File: config.mk
export PLATFORM = sky130hd
export DESIGN_NAME = playback_controller
export DESIGN_NICKNAME = d
export VERILOG_FILES = /design/src/rtl/playback_pkg.sv /design/src/rtl/track_header_parser.sv /design/src/rtl/playback_controller.sv
export SDC_FILE = /design/constraint.sdc
export NUM_CORES = 1
export LEC_CHECK = 0
export ABC_AREA = 1
export CAP_MARGIN = 25
export CORE_UTILIZATION = 50
export CTS_CLUSTER_SIZE = 8
export DETAILED_ROUTE_END_ITERATION = 8
export MAX_ROUTING_LAYER = met4
export PLACE_DENSITY = 0.74
export SKIP_CTS_REPAIR_TIMING = 1
export SKIP_LAST_GASP = 1
export SLEW_MARGIN = 20
export SYNTH_ARGS = -nofsm -noshare
export SYNTH_HDL_FRONTEND = slang
export SYNTH_HIERARCHICAL = 1
export SYNTH_SLANG_ARGS = --single-unit
File: constraint.sdc
create_clock -name clk -period 5.7 [get_ports clk]
set_input_delay 1.14 -clock clk [delete_from_list [all_inputs] [get_ports clk]]
set_output_delay 1.14 -clock clk [all_outputs]
set_load 0.03 [all_outputs]
File: src/rtl/playback_pkg.sv
// Shared definitions for the playback sequencer: state encoding, widths and
// helpers for track-slot addressing.
package playback_pkg;

  localparam int ADDR_W    = 24;
  localparam int HDR_BYTES = 3;

  typedef logic [3:0] state_t;

  localparam state_t S_BOOT   = 4'd0;
  localparam state_t S_IDLE   = 4'd1;
  localparam state_t S_LOAD   = 4'd2;
  localparam state_t S_START  = 4'd3;
  localparam state_t S_HDR    = 4'd4;
  localparam state_t S_PLAY   = 4'd5;
  localparam state_t S_PAUSED = 4'd6;
  localparam state_t S_DRAIN  = 4'd7;
  localparam state_t S_END    = 4'd8;

  // Track number after idx, wrapping from the last slot back to 0.
  function automatic logic [3:0] next_track(input logic [3:0] idx,
                                            input int unsigned num_tracks);
    return ({28'd0, idx} >= num_tracks - 32'd1) ? 4'd0 : idx + 4'd1;
  endfunction

  function automatic logic [ADDR_W-1:0] slot_addr(input logic [ADDR_W-1:0] base,
                                                  input logic [ADDR_W-1:0] stride,
                                                  input logic [3:0]        idx);
    return base + stride * {20'd0, idx};
  endfunction

endpackage

File: src/rtl/track_header_parser.sv
// Captures the 3-byte big-endian track length header and applies the
// clamp / even-length rules; o_done fires combinationally on the last byte.
module track_header_parser
  import playback_pkg::*;
#(
  parameter logic [ADDR_W-1:0] SLOT_BYTES = 24'h080000
) (
  input  logic              clk,
  input  logic              rst_n,
  input  logic              i_clear,
  input  logic              i_enable,
  input  logic              i_valid,
  input  logic [7:0]        i_byte,
  output logic              o_done,
  output logic              o_zero,
  output logic [ADDR_W-1:0] o_len
);

  localparam logic [ADDR_W-1:0] MAX_LEN  = SLOT_BYTES - 24'd3;
  localparam logic [1:0]        LAST_IDX = 2'(HDR_BYTES - 1);

  logic [1:0]        r_cnt;
  logic [15:0]       r_hi;
  logic [ADDR_W-1:0] w_raw;
  logic [ADDR_W-1:0] w_clamped;

  always_ff @(posedge clk or negedge rst_n) begin
    if (!rst_n) begin
      r_cnt <= 2'd0;
      r_hi  <= 16'd0;
    end else if (i_clear) begin
      r_cnt <= 2'd0;
      r_hi  <= 16'd0;
    end else if (i_enable && i_valid && (r_cnt != LAST_IDX)) begin
      r_hi  <= {r_hi[7:0], i_byte};
      r_cnt <= r_cnt + 2'd1;
    end
  end

  // The final byte is used straight off the bus so the top can enter PLAY
  // before the first payload byte can possibly arrive.
  assign w_raw     = {r_hi, i_byte};
  assign w_clamped = (w_raw > MAX_LEN) ? MAX_LEN : w_raw;
  assign o_len     = {w_clamped[ADDR_W-1:1], 1'b0};
  assign o_done    = i_enable & i_valid & (r_cnt == LAST_IDX);
  assign o_zero    = (o_len == '0);

endmodule

File: src/rtl/playback_controller.sv
// Flash-to-I2S playback sequencer: boot delay, track selection, header
// parsing, end-of-track detection, pause and skip control.
module playback_controller
  import playback_pkg::*;
#(
  parameter int unsigned       BOOT_CYCLES = 1000000,
  parameter int unsigned       NUM_TRACKS  = 4,
  parameter logic [ADDR_W-1:0] BASE_ADDR   = 24'h200000,
  parameter logic [ADDR_W-1:0] SLOT_BYTES  = 24'h080000,
  parameter bit                AUTOPLAY    = 1'b1,
  parameter bit                LOOP_ALL    = 1'b1
) (
  input  logic              clk,
  input  logic              rst_n,
  input  logic              btn_play,
  input  logic              btn_next,
  input  logic              spi_valid,
  input  logic [7:0]        spi_byte,
  input  logic              fifo_empty,
  output logic              rd_start,
  output logic [ADDR_W-1:0] rd_addr,
  output logic              rd_abort,
  output logic              asm_valid,
  output logic              pipe_clr,
  output logic              play_en,
  output logic [3:0]        track_idx,
  output logic              led_running
);

  state_t            r_state;
  logic [31:0]       r_boot_cnt;
  logic [3:0]        r_track;
  logic              r_rd_start;
  logic [ADDR_W-1:0] r_rd_addr;
  logic              r_rd_abort;
  logic              r_pipe_clr;
  logic [ADDR_W-1:0] r_byte_cnt;
  logic [ADDR_W-1:0] r_len;
  logic              r_ended;
  logic              r_empty_seen;

  logic              w_streaming;
  logic              w_last;
  logic              w_skip;
  logic              w_hdr_done;
  logic              w_hdr_zero;
  logic [ADDR_W-1:0] w_hdr_len;

  track_header_parser #(
    .SLOT_BYTES (SLOT_BYTES)
  ) u_parser (
    .clk      (clk),
    .rst_n    (rst_n),
    .i_clear  (r_state == S_LOAD),
    .i_enable (r_state == S_HDR),
    .i_valid  (spi_valid),
    .i_byte   (spi_byte),
    .o_done   (w_hdr_done),
    .o_zero   (w_hdr_zero),
    .o_len    (w_hdr_len)
  );

  // Once the end is reached while paused, late reader bytes are dropped.
  assign w_streaming = (r_state == S_PLAY) || ((r_state == S_PAUSED) && !r_ended);
  assign asm_valid   = spi_valid & w_streaming;
  assign w_last      = asm_valid && ((r_byte_cnt + 24'd1) == r_len);
  assign w_skip      = btn_next && ((r_state == S_HDR) || (r_state == S_PLAY) ||
                                    (r_state == S_PAUSED) || (r_state == S_DRAIN));

  always_ff @(posedge clk or negedge rst_n) begin
    if (!rst_n) begin
      r_state      <= S_BOOT;
      r_boot_cnt   <= 32'd0;
      r_track      <= 4'd0;
      r_rd_start   <= 1'b0;
      r_rd_addr    <= BASE_ADDR;
      r_rd_abort   <= 1'b1;
      r_pipe_clr   <= 1'b0;
      r_byte_cnt   <= '0;
      r_len        <= '0;
      r_ended      <= 1'b0;
      r_empty_seen <= 1'b0;
    end else begin
      r_rd_start <= 1'b0;
      r_pipe_clr <= 1'b0;
      if (r_state != S_DRAIN) r_empty_seen <= 1'b0;
      if (asm_valid) r_byte_cnt <= r_byte_cnt + 24'd1;

      if (w_skip) begin
        r_rd_abort <= 1'b1;
        r_track    <= next_track(r_track, NUM_TRACKS);
        r_state    <= S_LOAD;
      end else begin
        case (r_state)
          S_BOOT: begin
            if (r_boot_cnt == BOOT_CYCLES - 32'd1) r_state <= AUTOPLAY ? S_LOAD : S_IDLE;
            else r_boot_cnt <= r_boot_cnt + 32'd1;
          end
          S_IDLE: begin
            r_rd_abort <= 1'b1;
            if (btn_next) r_track <= next_track(r_track, NUM_TRACKS);
            else if (btn_play) r_state <= S_LOAD;
          end
          S_LOAD: begin
            r_pipe_clr <= 1'b1;
            r_rd_abort <= 1'b0;
            r_rd_addr  <= slot_addr(BASE_ADDR, SLOT_BYTES, r_track);
            r_byte_cnt <= '0;
            r_len      <= '0;
            r_ended    <= 1'b0;
            r_state    <= S_START;
          end
          S_START: begin
            r_rd_start <= 1'b1;
            r_state    <= S_HDR;
          end
          S_HDR: begin
            if (w_hdr_done) begin
              if (w_hdr_zero) begin
                r_rd_abort <= 1'b1;
                r_state    <= S_END;
              end else begin
                r_len   <= w_hdr_len;
                r_state <= S_PLAY;
              end
            end
          end
          S_PLAY: begin
            if (w_last) begin
              r_rd_abort <= 1'b1;
              r_state    <= S_DRAIN;
            end else if (btn_play) begin
              r_state <= S_PAUSED;
            end
          end
          S_PAUSED: begin
            if (w_last) begin
              r_rd_abort <= 1'b1;
              r_ended    <= 1'b1;
            end
            if (btn_play) r_state <= (r_ended || w_last) ? S_DRAIN : S_PLAY;
          end
          S_DRAIN: begin
            if (fifo_empty) begin
              if (r_empty_seen) r_state <= S_END;
              else r_empty_seen <= 1'b1;
            end else begin
              r_empty_seen <= 1'b0;
            end
          end
          S_END: begin
            r_rd_abort <= 1'b1;
            r_track    <= next_track(r_track, NUM_TRACKS);
            r_state    <= LOOP_ALL ? S_LOAD : S_IDLE;
          end
          default: r_state <= S_BOOT;
        endcase
      end
    end
  end

  assign rd_start    = r_rd_start;
  assign rd_addr     = r_rd_addr;
  assign rd_abort    = r_rd_abort;
  assign pipe_clr    = r_pipe_clr;
  assign play_en     = (r_state == S_PLAY) || (r_state == S_DRAIN);
  assign led_running = (r_state == S_PLAY);
  assign track_idx   = r_track;

endmodule

==> out/results.ini, run 1 <==
[drt]
postRouteWirelength_mm=17.7
routed_wire_length_per_instance_um=14.3
post-route-drc-count=0
postRouteAntennaNets=0
drt-initial-drc-count=583
routed-via-count=6469
first_pass_iteration_count_of_the_detailed_router=6
drt-vias-per-instance=5.22

[placed_design]
detailed_place_hpwl_mm=12.8
dpl_cells=1205
globalplace.congestion=0.908
port-buffer-count=28

[cells_and_area]
mostFrequentLayoutCells=nand2_1, inv_1, dfrtp_1
area.growth.synth_to_final_pct=13.5
fin_nets=1066
multiInputGateArea_mm2=0.00355
seq_area_mm2=0.00291
postLayoutCoreUtil_pct=58.9
num_antenna_cells=0
final_cells=1239
drive_above_1_share_pct=7.46
final_common_cell=nand2_1
fill_cells=1269

[timing]
maxSlewHeadroom_pct=52.5
worstMarginPinSlew_ps=712
final_max_slew_viol_count=0
setup_viol=0
timing.final.crit_period_ps=3980
grt_setup_unrepaired=no
fin_hold_ws_ps=468
finalSetupTns_ps=0
maxClockFrequency_mhz=252
fin_worst_skew_ps=8.01
min_period_over_period_pct=69.7
hold_violation_count_in_the_final_report=0

[floorplanning]
core_region_area_mm2=0.0140
pin_count=48
placementRows=43
dieHeight_um=122
die_w_um=122
die_area_mm2=0.0150
initial_core_util_pct=51.8

[critical_path]
worst_setup_ep=asm_valid
worst_setup_path_end_kind=primary output
critical-path-top-cell-by-count=clkdlybuf4s50_1
worstPathMaxFanout=5
ff2ff_setup_slack_ps=2970
reg2reg_from=r_state[3]
timing.critical_path.arrival_ps=2840
critical_path_class=in -> out
cell_type_of_the_slowest_stage_on_the_worst_timing_path=clkdlybuf4s50_1
worst-path-stages=4
worstReg2RegEnd=r_state[0]
cp_top_family=buffers and inverters
worstSetupStartpoint=spi_valid
worst-endpoint-required_ps=4560
critical_path_buf_inv_count=2
slowest_delay_ps=750
crit_path_start_kind=input pin
path_cells=clkdlybuf4s50_1 -> nand4_1 -> nor2_2 -> clkdlybuf4s50_1
reg2reg_depth=17

[synthesis]
synthesis.yosys.warnings=6
postSynthAreaPerCell_um2=7.12
yosys.cell_types.count=38
ys_ff_latch=116
netlist_area_mm2=0.00725
seq_area_frac_synth_pct=40.1
synthCells=1018

[power]
power.static_leakage_uw=0.00389
power.ir.vdd_worst_v=0.000258
p_sw_share_pct=22.5
share_clk_of_total_power_pct=55.6
pwr_density_cell_mw_per_mm2=243
switchingPower_uw=450
p_int_uw=1550
sequentialPowerShare_pct=41.3
power.combinational.fraction_pct=3.1

[global_route]
grt_overflow_total=0
grt_pass1_vias=6102
gr-usage-all-layers_pct=26.6
antenna_found_initial=0
wire_length_of_the_first_global_routing_pass_mm=29.5
largest_net_degree_at_the_start_of_global_routing=74

[worst_hold_path]
hold_depth=2
worst_hold_path_type=reg -> reg

[clocking]
clock_transition_at_path_regs_ps=50
cts-root-buf=clkbuf_16
cts.sinks=116
ctsHtreeMaxLevel=4
tritoncts_clock_tree=built
cts_inserted_buffers=17
clk_latency_ps=420
clock_tree.buffer_depth=2

[job]
max_cap_viol_count=0

[run_status]
status=finished, final reports clean

==> through the flow <==
step	total power (µW)	instance area (µm²)	setup slack (ps)
floorplan	882	7340	2540
global placement	904	7570	1690
detailed placement	903	7570	1700
CTS	2010	8190	1700
global route	2070	8230	1630
finish	2000	8230	1720
==> cell type report <==
type	count	share of cell area (%)
clock buffer	21	5.59
clock inverter	11	1.85
timing repair buffer	34	4.32
tap	180	2.74
inverter	156	7.11
multi-input combinational	721	43.1
sequential	116	35.3
==> per-layer routing <==
metal  routed length (µm)  vias up  track usage (%)
met5                    0        -                -
li1                     -     3264                -
met1                 8070     2987             33.7
met3                 1040       24             6.23
met2                 8320      194             42.5
met4                  293        0             7.47
==> power groups by stage <==
stage               combinational (µW)  sequential (µW)  clock [µW]
finish                            62.5              827        1110
global route                      70.8              827        1170
CTS                               62.0              827        1120
detailed placement                61.7              842           0
global placement                  62.0              842           0
floorplan                         37.7              844           0
==> flip-flops by register name (all words and copies together), names as in the netlist <==
signal and flops:
u_parser/r_cnt 2, u_parser/r_hi 16, r_state 4, rd_abort 1, rd_addr 5, r_empty_seen 1
pipe_clr 1, r_byte_cnt 24, r_len 24, r_ended 1, rd_start 1, track_idx 4
r_boot_cnt 32
==> worst min-delay path: stages, from the launching register on <==
cell and delay [ps]:
dfstp_2 360, nand2_1 50, nand2_1 50
==> cell families (layout without fill, tap and decap cells) <==
family	after synthesis	in the layout	share of synthesized area, %
flip-flops	116	116	40.1
AND/OR/NAND/NOR	538	538	33.7
AO/OA/AOI/OAI	120	120	8.87
adder cells (fa/ha/maj)	6	6	1.04
other	2	25	0.104
buffers and inverters	204	222	12.3
XOR/XNOR	32	32	3.86
==> cells in the mapped netlist <==
library cell,count,share of area [%]
inv_2,3,0.16
or3_1,1,0.086
o21ai_0,68,4.7
a21oi_1,25,1.7
nor3_1,22,1.5
buf_4,28,2.9
xnor2_1,1,0.12
nor4_1,9,0.78
conb_1,2,0.10
and2_1,1,0.086
nand3b_1,2,0.21
nand4_1,24,2.1
a22oi_1,2,0.21
nor2_8,2,0.55
o31ai_1,1,0.10
ha_1,6,1.0
buf_12,1,0.28
clkbuf_1,13,0.67
a31oi_1,4,0.35
nand3_2,2,0.28
o21ai_2,1,0.12
nand2_4,5,0.78
nand2_2,11,0.95
nand3_1,98,6.8
nor3_2,1,0.14
nor2_1,99,5.1
xor2_1,31,3.7
dfrtp_1,114,39
o21ai_1,3,0.21
nor2_2,8,0.69
o211ai_1,2,0.21
nor2_4,6,0.93
a211oi_1,3,0.31
inv_1,153,7.9
nand2_1,247,13
buf_2,6,0.41
dfstp_2,2,0.72
o22ai_1,11,0.95
==> how the worst min path moves through the flow <==
stage / from / to
after floorplan: u_parser/r_cnt[0] / u_parser/r_cnt[0]
after global placement: u_parser/r_cnt[0] / u_parser/r_cnt[0]
after detailed placement: rd_abort / rd_abort
after CTS: rd_abort / rd_abort
after global routing: u_parser/r_cnt[0] / u_parser/r_cnt[0]
final: rd_abort / rd_abort
Note: power is estimated with default switching activity, not from simulation.
==> run 2: changes to the inputs <==
--- a/config.mk
+++ b/config.mk
@@ -11,7 +11,7 @@
 export CTS_CLUSTER_SIZE = 8
 export DETAILED_ROUTE_END_ITERATION = 8
 export MAX_ROUTING_LAYER = met4
-export PLACE_DENSITY = 0.74
+export PLACE_DENSITY = 0.77
 export SKIP_CTS_REPAIR_TIMING = 1
 export SKIP_LAST_GASP = 1
 export SLEW_MARGIN = 20
==> constraint.sdc (replaced) <==
create_clock -name clk -period 3.59 [get_ports clk]
set_input_delay 0.718 -clock clk [delete_from_list [all_inputs] [get_ports clk]]
set_output_delay 0.718 -clock clk [all_outputs]
set_load 0.03 [all_outputs]
==> run 2 against run 1 <==
  * Clock-buffer cell count fell by 3
  * Critical endpoint unchanged
  * Setup slack worse by 970 ps
  * Sequential share of layout area grew 0.38 points
  * Global-route usage rose by 0.16 points
  * Highest routed layer unchanged
==> out/results.ini, run 2 (synthesis gave the netlist of run 1 again) <==
[cells_and_area]
area.growth.synth_to_final_pct=12.3
final_cells=1242  ; +0.24%
num_antenna_cells=0  ; unchanged
final_common_cell=nand2_1
max_flop_register=r_boot_cnt
postLayoutCoreUtil_pct=58.2  ; -0.63 points
finalInstanceArea_mm2=0.00815  ; -1.1%
mostFrequentLayoutCells=nand2_1, inv_1, dfrtp_1
drive_above_1_share_pct=8.00  ; +0.54 points
fill_cells=1303  ; +2.7%
fin_nets=1069  ; +0.28%
largest_register_ff_count=32  ; unchanged
top_flop_regs=r_boot_cnt x32, r_byte_cnt x24, r_len x24

[floorplanning]
placementRows=43  ; unchanged
pin_count=48  ; unchanged
core_region_area_mm2=0.0140  ; unchanged
die_area_mm2=0.0150  ; unchanged
initial_core_util_pct=51.8  ; unchanged
die_w_um=122  ; unchanged
dieHeight_um=122  ; unchanged

[critical_path]
worstPathMaxFanout=20  ; +15
worst_setup_path_end_kind=primary output
cell_type_of_the_slowest_stage_on_the_worst_timing_path=clkdlybuf4s50_1
crit_path_start_kind=input pin
timing.critical_path.arrival_ps=2110  ; -730 ps
critical_path_class=in -> out
critical-path-top-cell-by-count=buf_4
cp_top_family=buffers and inverters
worst-endpoint-required_ps=2870  ; -1690 ps
critical_path_buf_inv_count=3  ; +1
slowest_delay_ps=520  ; -230 ps
path_cells=clkdlybuf4s50_1 -> nand4_1 -> nor2_2 -> buf_4 -> buf_4

[placed_design]
placement.cell_area_mm2=0.00760  ; +0.36%
globalplace.congestion=0.985  ; +8.5%
port-buffer-count=28  ; unchanged
detailed_place_hpwl_mm=13.5  ; +5.9%
dpl_cells=1210  ; +0.41%

[clocking]
ctsHtreeMaxLevel=4  ; unchanged
clk_latency_ps=420  ; about the same
cts-root-buf=clkbuf_16
clock_tree.buffer_depth=2  ; unchanged
tritoncts_clock_tree=built
cts.sinks=116  ; unchanged
clock_transition_at_path_regs_ps=60  ; about the same
cts_inserted_buffers=17  ; unchanged

[power]
post-layout-total-power_uw=2960  ; +48%
power.static_leakage_uw=0.00387  ; -0.63%
pwr_density_cell_mw_per_mm2=363  ; +49%
power.ir.vdd_worst_v=0.000314  ; +22%

[global_route]
grt_overflow_total=0  ; unchanged
antenna_found_initial=0  ; unchanged
grt_pass1_vias=6160  ; +0.95%
gr-usage-all-layers_pct=26.7  ; +0.16 points
largest_net_degree_at_the_start_of_global_routing=49  ; -34%
wire_length_of_the_first_global_routing_pass_mm=30.0  ; +1.5%

[drt]
routed-via-count=6558  ; +1.4%
first_pass_iteration_count_of_the_detailed_router=6  ; unchanged
postRouteAntennaNets=0  ; unchanged
drt-vias-per-instance=5.28  ; +1.1%
routed_wire_length_per_instance_um=14.7  ; +2.8%
drt-initial-drc-count=502  ; -14%
postRouteWirelength_mm=18.3  ; +3.0%
post-route-drc-count=0  ; unchanged

[run_status]
status=finished, final reports clean

[job]
max_cap_viol_count=0  ; unchanged

[timing]
maxSlewHeadroom_pct=53.3  ; +0.84 points
maxClockFrequency_mhz=353
grt_setup_unrepaired=no
min_period_over_period_pct=78.9
hold_violation_count_in_the_final_report=0  ; unchanged
finalSetupTns_ps=0  ; unchanged
timing.final.crit_period_ps=2830
final_max_slew_viol_count=0  ; unchanged
fin_worst_skew_ps=9.20  ; +1.20 ps
setup_viol=0  ; unchanged
worstMarginPinSlew_ps=699  ; -12.5 ps

[worst_hold_path]
worst_hold_path_type=in -> async

[run 2: cell types whose count changed in the layout (fill, tap and decap cells not counted), sizes merged]
cell | before | now
buf | 7 | 11
clkbuf | 21 | 18
bufinv | 3 | 0
clkinvlp | 3 | 4
inv | 156 | 158
clkinv | 5 | 8
clkdlybuf4s50 | 27 | 26
[run 2: power by group]
part           internal (µW)  switching (µW)  leakage [µW]  total, µW
clock network            902             645      0.000259       1550
registers               1310            2.48       0.00143       1310
logic                   24.3            75.7       0.00218        100
[run 2: per-layer routing]
layer  share of wire (%)  track usage, %  vias to the layer above
met2                  45            40.3                      209
met4                 1.9            9.53                        0
li1                    -               -                     3268
met3                 6.4            6.60                       35
met1                  46            34.9                     3046
met5                   0               -                        -
[run 2: final cells by class]
| class | count | area [µm²] | share of cell area [%] |
|---|---|---|---|
| Multi-Input combinational cell | 721 | 3540 | 43.5 |
| Sequential cell | 116 | 2910 | 35.7 |
| Inverter | 156 | 586 | 7.19 |
| Clock buffer | 18 | 439 | 5.39 |
| Timing Repair Buffer | 37 | 343 | 4.21 |
| Tap cell | 180 | 225 | 2.76 |
| Clock inverter | 14 | 106 | 1.31 |
[run 2: path summary, 6_finish.rpt]
kind	start	endpoint	slack (ps)	cells past startpoint
max in group asynchronous	rst_n	rd_abort	2470	2
min reg2reg	r_boot_cnt[2]	r_boot_cnt[2]	460	1
min	rst_n	r_byte_cnt[2]	310	1
max reg2reg	r_byte_cnt[0]	r_state[0]	1020	16
min in group clk	r_boot_cnt[2]	r_boot_cnt[2]	460	1
max	spi_valid	asm_valid	760	5
[run 2: stage by stage]
stage / hold slack, ps / setup WS (ps)
detailed placement: 457 / 561
floorplan: 422 / 1050
CTS: 320 / 780
global route: 352 / 679
finish: 308 / 757
global placement: 453 / 670
